$ cat src/rtl/pong_ball.sv
// rtl/pong_ball.sv - ball position, wall/paddle bounce and miss detection engine
// One move per axis per tick; serve delay and score pulses sequenced by a small FSM.
module pong_ball #(
  parameter int CLKS_PER_MOVE     = 250_000,
  parameter int ACTIVE_ROWS       = 480,
  parameter int ACTIVE_COLS       = 640,
  parameter int BALL_SIZE         = 8,
  parameter int PADDLE_WIDTH      = 16,
  parameter int PADDLE_HEIGHT     = 64,
  parameter int SERVE_DELAY_MOVES = 120
) (
  input  logic                           clk,
  input  logic                           rst,
  input  logic                           start,
  input  logic [$clog2(ACTIVE_ROWS)-1:0] left_pos,
  input  logic [$clog2(ACTIVE_ROWS)-1:0] right_pos,
  input  logic [$clog2(ACTIVE_ROWS)-1:0] row,
  input  logic [$clog2(ACTIVE_COLS)-1:0] col,
  output logic                           ball_present,
  output logic [$clog2(ACTIVE_COLS)-1:0] ball_x,
  output logic [$clog2(ACTIVE_ROWS)-1:0] ball_y,
  output logic                           score_left,
  output logic                           score_right,
  output logic                           in_play
);

  localparam int RW  = $clog2(ACTIVE_ROWS);
  localparam int CW  = $clog2(ACTIVE_COLS);
  localparam int MCW = (CLKS_PER_MOVE > 0) ? $clog2(CLKS_PER_MOVE + 1) : 1;
  localparam int SCW = (SERVE_DELAY_MOVES > 1) ? $clog2(SERVE_DELAY_MOVES) : 1;
  localparam int WW  = RW + 2;
  localparam int XW  = CW + 1;

  localparam logic [CW-1:0]  CX         = CW'((ACTIVE_COLS - BALL_SIZE) / 2);
  localparam logic [RW-1:0]  CY         = RW'((ACTIVE_ROWS - BALL_SIZE) / 2);
  localparam logic [CW-1:0]  X_MAX      = CW'(ACTIVE_COLS - BALL_SIZE);
  localparam logic [RW-1:0]  Y_MAX      = RW'(ACTIVE_ROWS - BALL_SIZE);
  localparam logic [CW-1:0]  L_FACE     = CW'(3 * PADDLE_WIDTH / 2);
  localparam logic [CW-1:0]  R_FACE     = CW'(ACTIVE_COLS - 1 - 3 * PADDLE_WIDTH / 2 - BALL_SIZE);
  localparam logic [MCW-1:0] MOVE_LAST  = MCW'(CLKS_PER_MOVE);
  localparam logic [SCW-1:0] SERVE_LAST = SCW'(SERVE_DELAY_MOVES - 1);

  typedef enum logic [1:0] {
    S_IDLE,
    S_SERVE_WAIT,
    S_PLAY,
    S_SCORED
  } state_t;

  state_t         state_q;
  logic [MCW-1:0] move_cnt_q;
  logic [SCW-1:0] serve_cnt_q;
  logic [CW-1:0]  ball_x_q, ball_x_d;
  logic [RW-1:0]  ball_y_q, ball_y_d;
  logic           dx_pos_q, dx_pos_d;
  logic           dy_pos_q, dy_pos_d;
  logic           score_left_q, score_right_q;

  logic           tick;
  logic           exit_left, exit_right;
  logic           ov_left, ov_right;

  // Row arithmetic is widened so paddle bottoms near the last row never wrap.
  logic [WW-1:0]  y_top_w, y_bot_w;
  logic [WW-1:0]  lp_top_w, lp_bot_w, rp_top_w, rp_bot_w;
  logic [WW-1:0]  row_w;
  logic [XW-1:0]  x_left_w, x_right_w, col_w;

  assign tick = (move_cnt_q == MOVE_LAST);

  assign y_top_w  = WW'(ball_y_q);
  assign y_bot_w  = WW'(ball_y_q) + WW'(BALL_SIZE);
  assign lp_top_w = WW'(left_pos);
  assign lp_bot_w = WW'(left_pos) + WW'(PADDLE_HEIGHT);
  assign rp_top_w = WW'(right_pos);
  assign rp_bot_w = WW'(right_pos) + WW'(PADDLE_HEIGHT);

  assign ov_left  = (y_bot_w > lp_top_w) && (y_top_w < lp_bot_w);
  assign ov_right = (y_bot_w > rp_top_w) && (y_top_w < rp_bot_w);

  assign row_w     = WW'(row);
  assign col_w     = XW'(col);
  assign x_left_w  = XW'(ball_x_q);
  assign x_right_w = XW'(ball_x_q) + XW'(BALL_SIZE);

  assign ball_present = (row_w >= y_top_w) && (row_w < y_bot_w) &&
                        (col_w >= x_left_w) && (col_w < x_right_w);

  always_comb begin
    ball_y_d = ball_y_q;
    dy_pos_d = dy_pos_q;
    if (!dy_pos_q && (ball_y_q == '0)) begin
      dy_pos_d = 1'b1;
      ball_y_d = RW'(1);
    end else if (dy_pos_q && (ball_y_q == Y_MAX)) begin
      dy_pos_d = 1'b0;
      ball_y_d = ball_y_q - RW'(1);
    end else if (dy_pos_q) begin
      ball_y_d = ball_y_q + RW'(1);
    end else begin
      ball_y_d = ball_y_q - RW'(1);
    end
  end

  // Paddles only deflect at their exact face column; a ball already past it keeps going.
  always_comb begin
    ball_x_d   = ball_x_q;
    dx_pos_d   = dx_pos_q;
    exit_left  = 1'b0;
    exit_right = 1'b0;
    if (!dx_pos_q && (ball_x_q == L_FACE) && ov_left) begin
      dx_pos_d = 1'b1;
      ball_x_d = L_FACE + CW'(1);
    end else if (dx_pos_q && (ball_x_q == R_FACE) && ov_right) begin
      dx_pos_d = 1'b0;
      ball_x_d = R_FACE - CW'(1);
    end else if (!dx_pos_q && (ball_x_q == '0)) begin
      exit_left = 1'b1;
    end else if (dx_pos_q && (ball_x_q == X_MAX)) begin
      exit_right = 1'b1;
    end else if (dx_pos_q) begin
      ball_x_d = ball_x_q + CW'(1);
    end else begin
      ball_x_d = ball_x_q - CW'(1);
    end
  end

  always_ff @(posedge clk or posedge rst) begin
    if (rst) begin
      state_q       <= S_IDLE;
      move_cnt_q    <= '0;
      serve_cnt_q   <= '0;
      ball_x_q      <= CX;
      ball_y_q      <= CY;
      dx_pos_q      <= 1'b1;
      dy_pos_q      <= 1'b1;
      score_left_q  <= 1'b0;
      score_right_q <= 1'b0;
    end else begin
      score_left_q  <= 1'b0;
      score_right_q <= 1'b0;
      move_cnt_q    <= tick ? '0 : move_cnt_q + MCW'(1);
      case (state_q)
        S_IDLE: begin
          if (start) begin
            state_q     <= S_SERVE_WAIT;
            serve_cnt_q <= '0;
          end
        end
        S_SERVE_WAIT: begin
          if (tick) begin
            if (serve_cnt_q == SERVE_LAST) begin
              state_q <= S_PLAY;
            end else begin
              serve_cnt_q <= serve_cnt_q + SCW'(1);
            end
          end
        end
        S_PLAY: begin
          if (tick) begin
            ball_x_q <= ball_x_d;
            ball_y_q <= ball_y_d;
            dx_pos_q <= dx_pos_d;
            dy_pos_q <= dy_pos_d;
            // Exit direction doubles as the next serve direction: toward the conceding side.
            if (exit_left) begin
              score_right_q <= 1'b1;
              dx_pos_q      <= 1'b0;
              state_q       <= S_SCORED;
            end else if (exit_right) begin
              score_left_q <= 1'b1;
              dx_pos_q     <= 1'b1;
              state_q      <= S_SCORED;
            end
          end
        end
        S_SCORED: begin
          ball_x_q    <= CX;
          ball_y_q    <= CY;
          dy_pos_q    <= 1'b1;
          serve_cnt_q <= '0;
          state_q     <= S_SERVE_WAIT;
        end
        default: state_q <= S_IDLE;
      endcase
    end
  end

  assign ball_x      = ball_x_q;
  assign ball_y      = ball_y_q;
  assign score_left  = score_left_q;
  assign score_right = score_right_q;
  assign in_play     = (state_q == S_PLAY);

endmodule

$ cat config.mk
export PLATFORM = sky130hd
export DESIGN_NAME = pong_ball
export DESIGN_NICKNAME = d
export VERILOG_FILES = /design/src/rtl/pong_ball.sv
export SDC_FILE = /design/constraint.sdc
export NUM_CORES = 1
export LEC_CHECK = 0
export ABC_AREA = 1
export ABC_CLOCK_PERIOD_IN_PS = 4900
export CORE_MARGIN = 2
export CORE_UTILIZATION = 35
export CTS_BUF_LIST = sky130_fd_sc_hd__clkbuf_4 sky130_fd_sc_hd__clkbuf_8
export DETAILED_ROUTE_END_ITERATION = 10
export PLACE_DENSITY = 0.6
export SYNTH_ARGS = -nofsm -noshare
export SYNTH_HDL_FRONTEND = slang
export SYNTH_SLANG_ARGS = --single-unit
$ cat constraint.sdc
create_clock -name clk -period 4.9 [get_ports clk]
set_input_delay 0.98 -clock clk [delete_from_list [all_inputs] [get_ports clk]]
set_output_delay 0.98 -clock clk [all_outputs]
set_load 0.01 [all_outputs]
==> flow_metrics.py, run 1 <==
metrics = {
    "cells_and_area": {
        "drive_above_1_share_pct": 6.534,
        "antenna_cells": 0,
        "mostFrequentLayoutCells": "nand2_1 (170), inv_1 (132), ha_1 (86)",
        "fill_cells": 1639,
        "ff_latch_area_um2": 1266,
        "multiInputGateArea_um2": 3710,
        "fin_cells": 1068,
        "nets": 983,
        "synthToLayoutAreaGrowth_pct": 16.98,
        "final_common_cell": "nand2_1",
    },
    "clock_network": {
        "cts_tree": "done",
        "clock_path_buffers": 2,
        "cts_sinks": 50,
        "clk_latency_ps": 300,
        "post_cts_resized": 0,
        "post-cts-setup-buffer-count": 0,
        "ctsHoldBuffers": 0,
        "ctsHtreeMaxLevel": 2,
        "clk_pin_slew_worst_paths_ps": 80,
        "cts_made_buffers": 5,
        "cts-root-buf": "clkbuf_8",
    },
    "place": {
        "pre_cts_ws_ps": 669.3,
        "io_buffers": 62,
        "place_congestion": 0.8824,
        "dpl.hpwl_um": 11350,
        "placed_cells_incl_taps": 1060,
    },
    "routing": {
        "routedWlPerCell_um": 13.11,
        "wl_um": 14000,
        "drc_errors": 0,
        "via_per_inst": 4.846,
        "antenna_left": 0,
        "dr.pass1.iters": 4,
        "dr_total_vias": 5176,
        "first_iter_violations": 251,
    },
    "synthesis": {
        "avgSynthCellArea_um2": 7.004,
        "yosysUniqueCellTypes": 46,
        "ys_seq_area_share_pct": 22.85,
        "postSynthCellCount": 791,
        "yosysWarnings": 0,
        "syn-num-nets": 918,
        "netlist_area_um2": 5540,
        "synth_seq_cells": 50,
    },
    "global_route": {
        "grt_pass1_vias": 4876,
        "overflow": 0,
        "grt_max_degree": 34,
        "antenna_found_initial": 0,
        "grt_pass1_wl_um": 23240,
        "grt_usage_pct": 16.88,
    },
    "worst_setup_path": {
        "worstSetupStartpointType": "register",
        "cp.arrival_ps": 3280,
        "required_ps": 3920,
        "crit_type": "register to output pin",
        "worstPathMaxFanout": 10,
        "worstSetupEndpointType": "output pin",
    },
    "power_and_ir_drop": {
        "leakage_nw": 3.258,
        "peakVddDrop_mv": 0.1136,
        "power_mw": 0.7704,
        "power.density_nw_per_um2": 118.9,
    },
    "sta": {
        "rsz0062_at_grt": "false",
        "setup_ws_ps": 639.9,
        "setup_violations": 0,
        "fin_tns_setup_ps": 0,
        "hold_violations": 0,
        "fmax_ghz": 0.2347,
        "slew_headroom_pct": 69.76,
        "tightest_slew_ps": 453.0,
        "skew_ps": 3.763,
        "period_share_pct": 86.94,
        "whs_ps": 499.0,
        "slew_viol_final": 0,
        "finalCriticalPeriod_ps": 4260,
    },
    "floorplanning": {
        "dieArea_um2": 16850,
        "die_w_um": 129.8,
        "start_util_pct": 36.18,
        "die_h_um": 129.8,
        "row_count": 45,
        "coreArea_um2": 15310,
        "io_pins": 63,
    },
    "flow_run": {
        "max-cap-violations": 0,
    },
    "hold_path": {
        "holdCritPathClass": "register to register",
    },
    "run_status": {
        "outcome": "completed",
    },
}
==> per-layer routing <==
| metal | share of wire (%) | GRT usage (%) |
|---|---|---|
| met1 | 51 | 23.97 |
| met2 | 44 | 27.75 |
| met3 | 3.9 | 2.132 |
| met4 | 1.1 | 3.226 |
| met5 | 0 | 0 |
==> stage by stage <==
stage	utilization [%]	instance area, µm²
after floorplan	-	5540
after global placement	41.72	6390
after detailed placement	41.72	6390
after CTS	42.32	6481
after global routing	42.32	6481
final	42.32	6481
==> critical path, cell delays in order, from the launching register on <==
cell	delay [ps]
dfstp_2	670
ha_1	220
nand2_1	70
nor2_1	170
nand3_1	110
xor2_1	160
ha_1	270
nand2_1	80
o21ai_0	70
a21oi_1	260
nand3_1	120
nor2_1	190
clkdlybuf4s50_1	570
==> cells by family (layout without fill, tap and decap cells) <==
logic type,after synthesis,after routing,synth area share (%)
xor gates and xnor gates,37,37,5.849
AOI/OAI and AO/OA,97,97,10.14
DFF,50,50,22.85
adders and majority gates,87,87,19.78
and+or+nand+nor,376,376,31.19
buffers and inverters,144,210,10.18
==> power breakdown <==
part	internal, mW	switching [mW]	total (mW)
clock network	0.118	0.129	0.247
registers	0.413	0	0.413
logic	0.0546	0.0560	0.111
==> cell type report <==
| cell class | count | share of cell area, % |
|---|---|---|
| inverters | 139 | 8.050 |
| clock buffers | 8 | 1.409 |
| well taps | 211 | 4.073 |
| repair buffers | 63 | 9.691 |
| flip-flops and latches | 50 | 19.54 |
| multi-input cells | 597 | 57.24 |
==> sequential cells by signal (all words and copies together), names as in the netlist <==
name,flops
move_cnt_q,18
score_left,1
score_right,1
dy_pos_q,1
ball_x,10
dx_pos_q,1
ball_y,9
serve_cnt_q,7
state_q,2
==> synth_stat cells, drive strengths merged <==
cell type | instances | area [µm²]
nand2 | 176 | 680.7
inv | 139 | 521.8
ha | 86 | 1076
nor2 | 74 | 292.8
nand3 | 64 | 357.8
a21oi | 38 | 205.2
dfrtp | 38 | 950.9
o21ai | 35 | 182.7
nand4 | 30 | 193.9
xor2 | 29 | 254.0
nor3 | 20 | 120.1
dfstp | 12 | 315.3
xnor2 | 8 | 70.07
buf | 5 | 42.53
nor4 | 4 | 25.02
o21bai | 4 | 30.03
o22ai | 4 | 25.02
o31ai | 4 | 30.03
o211ai | 3 | 22.52
o21a | 3 | 22.52
or2 | 3 | 18.77
a31oi | 2 | 12.51
nand3b | 2 | 15.01
nor3b | 2 | 15.01
a211oi | 1 | 7.510
a21o | 1 | 7.510
a22oi | 1 | 7.510
fa | 1 | 20.02
o2111ai | 1 | 8.760
or3b | 1 | 8.760
==> final timing paths <==
| check | from | to | slack, ps | cells past startpoint |
|---|---|---|---|---|
| hold reg to reg | move_cnt_q[0] | move_cnt_q[0] | 500 | 1 |
| max in group asynchronous | rst | ball_x[5] | 3150 | 3 |
| hold / removal | move_cnt_q[0] | move_cnt_q[0] | 500 | 1 |
| setup reg to reg | ball_y[3] | dx_pos_q | 1970 | 15 |
| min in group asynchronous | rst | move_cnt_q[1] | 970 | 2 |
| setup / recovery | ball_x[3] | ball_present | 640 | 12 |
(Power assumes the default switching activity.)
==> run 2, diff against run 1 <==
--- a/config.mk
+++ b/config.mk
@@ -6,7 +6,8 @@
 export NUM_CORES = 1
 export LEC_CHECK = 0
 export ABC_AREA = 1
-export ABC_CLOCK_PERIOD_IN_PS = 4900
+export ABC_CLOCK_PERIOD_IN_PS = 4400
+export CAP_MARGIN = 20
 export CORE_MARGIN = 2
 export CORE_UTILIZATION = 35
 export CTS_BUF_LIST = sky130_fd_sc_hd__clkbuf_4 sky130_fd_sc_hd__clkbuf_8
==> constraint.sdc (replaced) <==
create_clock -name clk -period 4.4 [get_ports clk]
set_input_delay 0.88 -clock clk [delete_from_list [all_inputs] [get_ports clk]]
set_output_delay 0.88 -clock clk [all_outputs]
set_load 0.01 [all_outputs]
==> run 2 against run 1 <==
Sequential share of layout area fell by 0.15 points. Count of clock-buffer cells in the layout decreased by 2. Highest routed layer unchanged. Combinational power grew 9.9%. Critical path type unchanged. Sequential power grew 11%. Critical path depth is 1 higher. Utilization rose by 0.32 points.
==> flow_metrics.py, run 2 (synthesis results as in run 1) <==
metrics = {
    "sta": {
        "slew_viol_final": 0,
        "fin_tns_setup_ps": 0,
        "slew_headroom_pct": 59.49,
        "rsz0062_at_grt": "false",
        "period_share_pct": 93.60,
        "tightest_slew_ps": 606.8,
        "setup_violations": 0,
        "fmax_ghz": 0.2428,
        "whs_ps": 489.0,
        "setup_ws_ps": 281.5,
        "hold_violations": 0,
        "skew_ps": 9.217,
        "finalCriticalPeriod_ps": 4119,
    },
    "run_status": {
        "outcome": "completed",
    },
    "global_route": {
        "overflow": 0,
        "grt_max_degree": 29,
        "antenna_found_initial": 0,
        "grt_pass1_wl_um": 23650,
        "grt_pass1_vias": 4987,
        "grt_usage_pct": 17.18,
    },
    "clock_network": {
        "cts-root-buf": "clkbuf_8",
        "clk_pin_slew_worst_paths_ps": 90,
        "clk_latency_ps": 300,
        "cts_sinks": 50,
        "cts_made_buffers": 5,
        "post-cts-setup-buffer-count": 0,
        "ctsHtreeMaxLevel": 2,
        "post_cts_resized": 0,
        "clock_path_buffers": 2,
        "cts_tree": "done",
        "ctsHoldBuffers": 0,
    },
    "cells_and_area": {
        "drive_above_1_share_pct": 7.184,
        "synthToLayoutAreaGrowth_pct": 17.86,
        "largest_reg_flops": 18,
        "mostFrequentLayoutCells": "nand2_1 (170), inv_1 (132), ha_1 (86)",
        "antenna_cells": 0,
        "nets": 989,
        "regMostFlops": "move_cnt_q",
        "fill_cells": 1611,
        "final_common_cell": "nand2_1",
    },
    "worst_setup_path": {
        "cp.arrival_ps": 3240,
        "max_stage_delay_ps": 640,
        "cpLargestDelayFamily": "simple AND/OR/NAND/NOR gates",
        "worstPathMaxFanout": 8,
        "required_ps": 3520,
        "worstSetupStartpointType": "register",
        "crit_type": "register to output pin",
        "worstSetupEndpointType": "output pin",
        "crit_chain": "ha_1 > nand2_1 > nor2_1 > nand3_1 > xor2_1 > ha_1 > nand2_1 > nor2_1 > nand3_1 > or2_2 > nand3_1 > nor2_1 > clkdlybuf4s50_1",
        "timing.critical_path.buf_inv": 1,
        "slowest_stage": "dfstp_2",
    },
    "power_and_ir_drop": {
        "p_switching_mw": 0.2148,
        "swShare_pct": 24.93,
        "peakVddDrop_mv": 0.1254,
        "leakage_nw": 3.286,
        "comb_power_share_pct": 14.2,
        "power.density_nw_per_um2": 132.0,
        "p_int_mw": 0.6469,
        "sequentialPowerShare_pct": 53.4,
        "clkPwrFrac_pct": 32.4,
    },
    "place": {
        "pre_cts_ws_ps": 314.7,
        "place_congestion": 0.9037,
        "io_buffers": 62,
        "dpl.hpwl_um": 11590,
    },
    "routing": {
        "antenna_left": 0,
        "first_iter_violations": 289,
        "dr.pass1.iters": 5,
        "routedWlPerCell_um": 13.20,
        "dr_total_vias": 5177,
        "drc_errors": 0,
        "drt-met1-wl_um": 7003,
        "dr_wl_met2_um": 6287,
        "wl_um": 14170,
        "wl_met3_um": 674,
        "via_per_inst": 4.820,
        "routed.top_layer": "met4",
    },
    "floorplanning": {
        "start_util_pct": 36.18,
        "dieArea_um2": 16850,
        "io_pins": 63,
        "die_w_um": 129.8,
        "die_h_um": 129.8,
        "row_count": 45,
        "coreArea_um2": 15310,
    },
    "flow_run": {
        "max-cap-violations": 0,
    },
    "hold_path": {
        "holdCritPathClass": "register to register",
    },
}
## run 2: power by group through the flow
stage / combinational [mW] / sequential, mW / clock (mW)
finish: 0.122 / 0.460 / 0.279
global route: 0.140 / 0.460 / 0.310
CTS: 0.124 / 0.460 / 0.295
detailed placement: 0.123 / 0.468 / 0
global placement: 0.123 / 0.468 / 0
floorplan: 0.0653 / 0.468 / 0
## run 2: worst reg2reg max path: stages, from the launching register on
cell	delay [ps]
dfstp_2	680
nand2_1	110
nor2_1	190
nand2_1	110
xor2_1	230
inv_1	120
ha_1	350
nand3_1	110
nor2_1	140
nand3_1	80
nand3_1	120
nand3_2	190
nand2_1	110
inv_1	50
nand4_1	60
nand2_1	50
## run 2: metrics by stage
stage	std cells	cell area, µm²	power (mW)	util [%]
detailed placement	1066	6435	0.5909	42.02
finish	1074	6530	0.8616	42.64
global placement	1066	6435	0.5910	42.02
floorplan	791	5540	0.5337	-
global route	1074	6530	0.9101	42.64
CTS	1074	6530	0.8787	42.64
## run 2: per-layer routing
| layer | up-vias | GRT usage [%] |
|---|---|---|
| li1 | 2744 | - |
| met1 | 2313 | 23.67 |
| met2 | 105 | 29.07 |
| met3 | 15 | 2.091 |
| met4 | 0 | 3.479 |
| met5 | - | 0 |
## run 2: layout make-up
type / instances / area, µm² / area share, %
clock buffers: 6 / 82.58 / 1.265
clock inverters: 2 / 12.51 / 0.1916
inverters: 139 / 521.8 / 7.990
multi-input cells: 597 / 3710 / 56.81
flip-flops and latches: 50 / 1266 / 19.39
well taps: 211 / 264.0 / 4.043
repair buffers: 69 / 673.1 / 10.31
## run 2: path summary, 6_finish.rpt
path | startpoint | endpoint | slack (ps) | cells past startpoint
setup / recovery | ball_x[4] | ball_present | 280 | 13
hold / removal | move_cnt_q[0] | move_cnt_q[0] | 490 | 1
setup reg to reg | ball_y[5] | ball_x[7] | 1600 | 15
hold reg to reg | move_cnt_q[0] | move_cnt_q[0] | 490 | 1
max in group asynchronous | rst | ball_y[6] | 2640 | 3
min in group asynchronous | rst | move_cnt_q[0] | 960 | 2
